--- src/rtl/axil_cfg_master.sv ---
// AXI-Lite initiator: converts a valid/ready register-command stream into single
// AXI-Lite write/read transactions, one outstanding, with a per-handshake timeout.
module axil_cfg_master #(
  parameter int                         AXIL_ADDR_WIDTH = 40,
  parameter int                         AXIL_WIDTH      = 32,
  parameter int                         STRB_WIDTH      = AXIL_WIDTH / 8,
  parameter logic [AXIL_ADDR_WIDTH-1:0] AXIL_BASE_ADDR  = '0,
  parameter int                         TIMEOUT_CYC     = 1024
) (
  input  logic                       clk,
  input  logic                       rstn,
  // command stream
  input  logic                       cmd_valid,
  output logic                       cmd_ready,
  input  logic                       cmd_we,
  input  logic [AXIL_ADDR_WIDTH-1:0] cmd_addr,
  input  logic [AXIL_WIDTH-1:0]      cmd_wdata,
  input  logic [STRB_WIDTH-1:0]      cmd_wstrb,
  // response stream
  output logic                       rsp_valid,
  input  logic                       rsp_ready,
  output logic                       rsp_we,
  output logic [AXIL_WIDTH-1:0]      rsp_rdata,
  output logic [1:0]                 rsp_resp,
  output logic                       rsp_timeout,
  // AXI-Lite write address
  output logic [AXIL_ADDR_WIDTH-1:0] m_axil_awaddr,
  output logic [2:0]                 m_axil_awprot,
  output logic                       m_axil_awvalid,
  input  logic                       m_axil_awready,
  // AXI-Lite write data
  output logic [AXIL_WIDTH-1:0]      m_axil_wdata,
  output logic [STRB_WIDTH-1:0]      m_axil_wstrb,
  output logic                       m_axil_wvalid,
  input  logic                       m_axil_wready,
  // AXI-Lite write response
  input  logic [1:0]                 m_axil_bresp,
  input  logic                       m_axil_bvalid,
  output logic                       m_axil_bready,
  // AXI-Lite read address
  output logic [AXIL_ADDR_WIDTH-1:0] m_axil_araddr,
  output logic [2:0]                 m_axil_arprot,
  output logic                       m_axil_arvalid,
  input  logic                       m_axil_arready,
  // AXI-Lite read data
  input  logic [AXIL_WIDTH-1:0]      m_axil_rdata,
  input  logic [1:0]                 m_axil_rresp,
  input  logic                       m_axil_rvalid,
  output logic                       m_axil_rready
);

  typedef enum logic [2:0] {
    IDLE,
    WR_ADDR_DATA,
    WR_RESP,
    RD_ADDR,
    RD_DATA,
    RESP
  } state_t;

  localparam int TW = (TIMEOUT_CYC > 1) ? $clog2(TIMEOUT_CYC) : 1;
  localparam logic [TW-1:0] TIMER_LAST = TW'((TIMEOUT_CYC > 0) ? TIMEOUT_CYC - 1 : 0);

  state_t                     state_reg, state_next;
  logic                       cmd_ready_reg, cmd_ready_next;
  logic                       awvalid_reg, awvalid_next;
  logic                       wvalid_reg, wvalid_next;
  logic                       bready_reg, bready_next;
  logic                       arvalid_reg, arvalid_next;
  logic                       rready_reg, rready_next;
  logic                       rsp_valid_reg, rsp_valid_next;
  logic                       rsp_we_reg, rsp_we_next;
  logic [AXIL_WIDTH-1:0]      rsp_rdata_reg, rsp_rdata_next;
  logic [1:0]                 rsp_resp_reg, rsp_resp_next;
  logic                       rsp_timeout_reg, rsp_timeout_next;
  logic [AXIL_ADDR_WIDTH-1:0] addr_reg, addr_next;
  logic [AXIL_WIDTH-1:0]      wdata_reg, wdata_next;
  logic [STRB_WIDTH-1:0]      wstrb_reg, wstrb_next;
  logic [TW-1:0]              timer_reg, timer_next;

  logic aw_hs, w_hs, b_hs, ar_hs, r_hs;
  logic timeout_hit;
  logic abort;

  assign aw_hs = awvalid_reg && m_axil_awready;
  assign w_hs  = wvalid_reg && m_axil_wready;
  assign b_hs  = bready_reg && m_axil_bvalid;
  assign ar_hs = arvalid_reg && m_axil_arready;
  assign r_hs  = rready_reg && m_axil_rvalid;

  // A zero TIMEOUT_CYC leaves the timer free-running but never firing.
  assign timeout_hit = (TIMEOUT_CYC != 0) && (timer_reg == TIMER_LAST);

  always_ff @(posedge clk or negedge rstn) begin
    if (!rstn) begin
      state_reg       <= IDLE;
      cmd_ready_reg   <= 1'b0;
      awvalid_reg     <= 1'b0;
      wvalid_reg      <= 1'b0;
      bready_reg      <= 1'b0;
      arvalid_reg     <= 1'b0;
      rready_reg      <= 1'b0;
      rsp_valid_reg   <= 1'b0;
      rsp_we_reg      <= 1'b0;
      rsp_rdata_reg   <= '0;
      rsp_resp_reg    <= 2'b00;
      rsp_timeout_reg <= 1'b0;
      addr_reg        <= '0;
      wdata_reg       <= '0;
      wstrb_reg       <= '0;
      timer_reg       <= '0;
    end else begin
      state_reg       <= state_next;
      cmd_ready_reg   <= cmd_ready_next;
      awvalid_reg     <= awvalid_next;
      wvalid_reg      <= wvalid_next;
      bready_reg      <= bready_next;
      arvalid_reg     <= arvalid_next;
      rready_reg      <= rready_next;
      rsp_valid_reg   <= rsp_valid_next;
      rsp_we_reg      <= rsp_we_next;
      rsp_rdata_reg   <= rsp_rdata_next;
      rsp_resp_reg    <= rsp_resp_next;
      rsp_timeout_reg <= rsp_timeout_next;
      addr_reg        <= addr_next;
      wdata_reg       <= wdata_next;
      wstrb_reg       <= wstrb_next;
      timer_reg       <= timer_next;
    end
  end

  always_comb begin
    state_next       = state_reg;
    cmd_ready_next   = 1'b0;
    awvalid_next     = awvalid_reg;
    wvalid_next      = wvalid_reg;
    bready_next      = bready_reg;
    arvalid_next     = arvalid_reg;
    rready_next      = rready_reg;
    rsp_valid_next   = rsp_valid_reg;
    rsp_we_next      = rsp_we_reg;
    rsp_rdata_next   = rsp_rdata_reg;
    rsp_resp_next    = rsp_resp_reg;
    rsp_timeout_next = rsp_timeout_reg;
    addr_next        = addr_reg;
    wdata_next       = wdata_reg;
    wstrb_next       = wstrb_reg;
    timer_next       = timer_reg + 1'b1;
    abort            = 1'b0;

    case (state_reg)
      IDLE: begin
        timer_next     = '0;
        cmd_ready_next = 1'b1;
        if (cmd_valid && cmd_ready_reg) begin
          cmd_ready_next   = 1'b0;
          addr_next        = cmd_addr + AXIL_BASE_ADDR;
          wdata_next       = cmd_wdata;
          wstrb_next       = cmd_wstrb;
          rsp_we_next      = cmd_we;
          rsp_rdata_next   = '0;
          rsp_resp_next    = 2'b00;
          rsp_timeout_next = 1'b0;
          if (cmd_we) begin
            state_next   = WR_ADDR_DATA;
            awvalid_next = 1'b1;
            wvalid_next  = 1'b1;
          end else begin
            state_next   = RD_ADDR;
            arvalid_next = 1'b1;
          end
        end
      end

      WR_ADDR_DATA: begin
        if (aw_hs) awvalid_next = 1'b0;
        if (w_hs)  wvalid_next  = 1'b0;
        // Any progress on either channel restarts the wait.
        if (aw_hs || w_hs) timer_next = '0;
        else if (timeout_hit) abort = 1'b1;
        if (!abort && !awvalid_next && !wvalid_next) begin
          state_next  = WR_RESP;
          bready_next = 1'b1;
          timer_next  = '0;
        end
      end

      WR_RESP: begin
        if (b_hs) begin
          rsp_resp_next  = m_axil_bresp;
          bready_next    = 1'b0;
          rsp_valid_next = 1'b1;
          state_next     = RESP;
          timer_next     = '0;
        end else if (timeout_hit) begin
          abort = 1'b1;
        end
      end

      RD_ADDR: begin
        if (ar_hs) begin
          arvalid_next = 1'b0;
          rready_next  = 1'b1;
          state_next   = RD_DATA;
          timer_next   = '0;
        end else if (timeout_hit) begin
          abort = 1'b1;
        end
      end

      RD_DATA: begin
        if (r_hs) begin
          rsp_rdata_next = m_axil_rdata;
          rsp_resp_next  = m_axil_rresp;
          rready_next    = 1'b0;
          rsp_valid_next = 1'b1;
          state_next     = RESP;
          timer_next     = '0;
        end else if (timeout_hit) begin
          abort = 1'b1;
        end
      end

      RESP: begin
        timer_next = '0;
        if (rsp_valid_reg && rsp_ready) begin
          rsp_valid_next = 1'b0;
          cmd_ready_next = 1'b1;
          state_next     = IDLE;
        end
      end

      default: begin
        state_next = IDLE;
        timer_next = '0;
      end
    endcase

    // Abort drops every AXI valid/ready so late B/R beats are simply ignored.
    if (abort) begin
      awvalid_next     = 1'b0;
      wvalid_next      = 1'b0;
      bready_next      = 1'b0;
      arvalid_next     = 1'b0;
      rready_next      = 1'b0;
      rsp_valid_next   = 1'b1;
      rsp_timeout_next = 1'b1;
      rsp_resp_next    = 2'b10;
      rsp_rdata_next   = '0;
      state_next       = RESP;
      timer_next       = '0;
    end
  end

  assign cmd_ready      = cmd_ready_reg;
  assign rsp_valid      = rsp_valid_reg;
  assign rsp_we         = rsp_we_reg;
  assign rsp_rdata      = rsp_rdata_reg;
  assign rsp_resp       = rsp_resp_reg;
  assign rsp_timeout    = rsp_timeout_reg;

  assign m_axil_awaddr  = addr_reg;
  assign m_axil_awprot  = 3'b000;
  assign m_axil_awvalid = awvalid_reg;
  assign m_axil_wdata   = wdata_reg;
  assign m_axil_wstrb   = wstrb_reg;
  assign m_axil_wvalid  = wvalid_reg;
  assign m_axil_bready  = bready_reg;
  assign m_axil_araddr  = addr_reg;
  assign m_axil_arprot  = 3'b000;
  assign m_axil_arvalid = arvalid_reg;
  assign m_axil_rready  = rready_reg;

endmodule

--- config.mk ---
export PLATFORM = sky130hd
export DESIGN_NAME = axil_cfg_master
export DESIGN_NICKNAME = d
export VERILOG_FILES = /design/src/rtl/axil_cfg_master.sv
export SDC_FILE = /design/constraint.sdc
export NUM_CORES = 1
export LEC_CHECK = 0
export ABC_CLOCK_PERIOD_IN_PS = 2700
export BUFFER_PORTS_ARGS = -buffer_cell sky130_fd_sc_hd__buf_4
export CORE_UTILIZATION = 40
export DETAILED_ROUTE_END_ITERATION = 6
export PLACE_DENSITY_LB_ADDON = 0.15
export SLEW_MARGIN = 20
export SYNTH_ARGS = -nofsm -noshare
export SYNTH_HDL_FRONTEND = slang
export SYNTH_SLANG_ARGS = --single-unit
--- constraint.sdc ---
create_clock -name clk -period 2.7 [get_ports clk]
set_input_delay 0.405 -clock clk [delete_from_list [all_inputs] [get_ports clk]]
set_output_delay 0.405 -clock clk [all_outputs]
set_load 0.02 [all_outputs]
==> results.json <==
{
  "ys_async_sr_fraction_pct": 100,
  "startpoint_type": "flop",
  "clkLatencyLatePin_ps": 410,
  "ys_ff_latch": 132,
  "hold_path_class": "in2async",
  "die_h_um": 124,
  "power.density_mw_per_mm2": 1340,
  "maxCapViolCount": 0,
  "min_period_ps": 2440,
  "num_antenna_cells": 0,
  "num_rows": 44,
  "worst_slew_pin_slew_ps": 669,
  "area_delta_synth_final_pct": 43.0,
  "yosysSeqAreaShare_pct": 55.3,
  "clk_path_buf_depth": 2,
  "synth-edff-count": 0,
  "grt_antenna_before_repair": 0,
  "finalHoldViolCount": 0,
  "syn_area_sq_mm": 0.00597,
  "setup_ws_ps": 264,
  "gp_congestion": 0.895,
  "status": "finished clean",
  "skew_ps": 11.6,
  "dieArea_sq_mm": 0.0154,
  "die_w_um": 124,
  "finalNonFillerCells": 1090,
  "relSlewSlack_pct": 55.4,
  "grt_setup_unrepaired": "false",
  "cts_tree": "yes",
  "finalCritPeriodShare_pct": 90.2,
  "vdd_drop_max_v": 0.000586,
  "dp_hpwl_um": 11500,
  "fin_nets": 1016,
  "synth_flop_cell": "dfrtp_1",
  "final_cell_mix": "buf_4, nand2_1, dfrtp_1",
  "wire_per_inst_um": 14.4,
  "timing.fmax_ghz": 0.411,
  "cts_root_buf": "clkbuf_16",
  "place_ws_ps": 317,
  "ys_warn_count": 0,
  "postSynthAreaPerCell_sq_um": 9.15,
  "grt_pass1_wl_um": 25300,
  "fin_tns_setup_ps": 0,
  "vias": 5046,
  "cp_max_fo": 32,
  "drive_above_1_share_pct": 36.9,
  "placed_cells": 1058,
  "post_cts_buffers": 0,
  "grt_overflow": 0,
  "hold_buffers": 0,
  "portBuffers": 280,
  "drtPass1Iterations": 5,
  "via_per_inst": 4.63,
  "grtUsageTotal_pct": 20.9,
  "num-fill-cells": 1260,
  "start_util_pct": 41.1,
  "core_area_sq_mm": 0.0145,
  "final_common_cell": "buf_4",
  "synth.distinct_cells": 48,
  "cp.required_ps": 3020,
  "worstPathArrival_ps": 2760,
  "netlist_instances": 653,
  "grt_max_degree": 59,
  "drv_slew": 0,
  "htreeDepth": 4,
  "cts_buffers": 17,
  "cp-end-kind": "flop",
  "final_antenna_net_count": 0,
  "cts.clk_slew.worst_paths_ps": 60,
  "io_pins": 287,
  "grt_pass1_vias": 4963,
  "largest_register_ffs": 40,
  "leakagePower_nw": 4.70,
  "holdWs_ps": 8.72,
  "cts_resized": 0,
  "drc": 0,
  "critPathKind": "reg2reg",
  "drt_iter0_markers": 304,
  "cts_sinks": 132,
  "wl_um": 15700,
  "setup_viol": 0
}
worst max-delay path: stages, from the launching register on:
cell and delay, ps:
dfrtp_1 770, nor2_1 140, a32oi_2 490, a211oi_4 110
buf_4 210, nor2_4 120, buf_12 250, mux2i_1 240
metal layers:
metal  wire [um]  up-vias  global-route usage, %
met4         252        0                   8.50
met2        7900      192                   34.4
li1            -     2472                      -
met1        6540     2365                   25.6
met3         966       17                   5.95
met5           0        -                      0
per-stage QoR:
| step | power (W) | util (%) | cell area, sq um |
|---|---|---|---|
| floorplan | 0.00714 | - | 5990 |
| global placement | 0.00908 | 54.6 | 7930 |
| detailed placement | 0.00919 | 54.6 | 7930 |
| CTS | 0.0116 | 58.8 | 8540 |
| global route | 0.0121 | 58.8 | 8540 |
| finish | 0.0114 | 58.8 | 8540 |
logic make-up after synthesis:
group                      after synthesis  synth area share (%)
adders and majority gates                1                 0.209
other                                    1                0.0628
buffers and inverters                  110                  10.9
and+or+nand+nor                        331                  22.3
AOI/OAI and AO/OA                       37                  4.55
muxes                                   33                  5.53
xor gates and xnor gates                 8                  1.17
DFF                                    132                  55.3
path summary, 6_finish.rpt:
check                                                  from                             to  slack, ps  cells past startpoint
max in group asynchronous                              rstn  m_axil_araddr[24]$_DFFE_PN0P_       1930                      2
min in group clk                              cmd_wdata[26]   m_axil_wdata[26]$_DFFE_PN0P_        180                      3
worst max-delay path               state_reg[0]$_DFFE_PN0P_      rsp_rdata[21]$_DFFE_PN0P_        260                      7
worst min register to register  m_axil_wdata[1]$_DFFE_PN0P_    m_axil_wdata[1]$_DFFE_PN0P_        470                      2
worst max register to register     state_reg[0]$_DFFE_PN0P_      rsp_rdata[21]$_DFFE_PN0P_        260                      7
worst min-delay path                                   rstn   m_axil_araddr[4]$_DFFE_PN0P_          9                      1
power breakdown:
group	internal (W)	total, W	switching, W
logic	0.00234	0.00553	0.00319
registers	0.00289	0.00360	0.000710
clock network	0.00150	0.00230	0.000802
total	0.00674	0.0114	0.00470
synth_stat cells, types with 2 or more instances:
library cell | n | share of area (%)
a21o_1 | 3 | 0.38
a21oi_1 | 11 | 0.92
a21oi_2 | 2 | 0.29
a22o_1 | 2 | 0.29
a22oi_1 | 3 | 0.38
buf_1 | 2 | 0.13
buf_12 | 3 | 1.0
buf_2 | 10 | 0.84
buf_4 | 47 | 5.9
clkbuf_1 | 12 | 0.75
dfrtp_1 | 132 | 55
inv_1 | 36 | 2.3
mux2i_1 | 33 | 5.5
nand2_1 | 281 | 18
nand3_1 | 6 | 0.50
nand4_1 | 5 | 0.52
nor2_1 | 19 | 1.2
nor2b_1 | 2 | 0.21
nor3_1 | 5 | 0.42
o21ai_0 | 4 | 0.34
or2_2 | 2 | 0.21
xnor2_1 | 3 | 0.44
xor2_1 | 5 | 0.73
final cells by class:
| type | instances | area (sq um) | share of cell area [%] |
|---|---|---|---|
| inverters | 36 | 135 | 1.58 |
| repair buffers | 290 | 2210 | 25.9 |
| clock inverters | 8 | 96.3 | 1.13 |
| clock buffers | 24 | 512 | 5.99 |
| well taps | 184 | 230 | 2.70 |
| flip-flops and latches | 132 | 3300 | 38.7 |
| multi-input cells | 416 | 2050 | 24.0 |
Note: power is estimated with default switching activity, not from simulation.
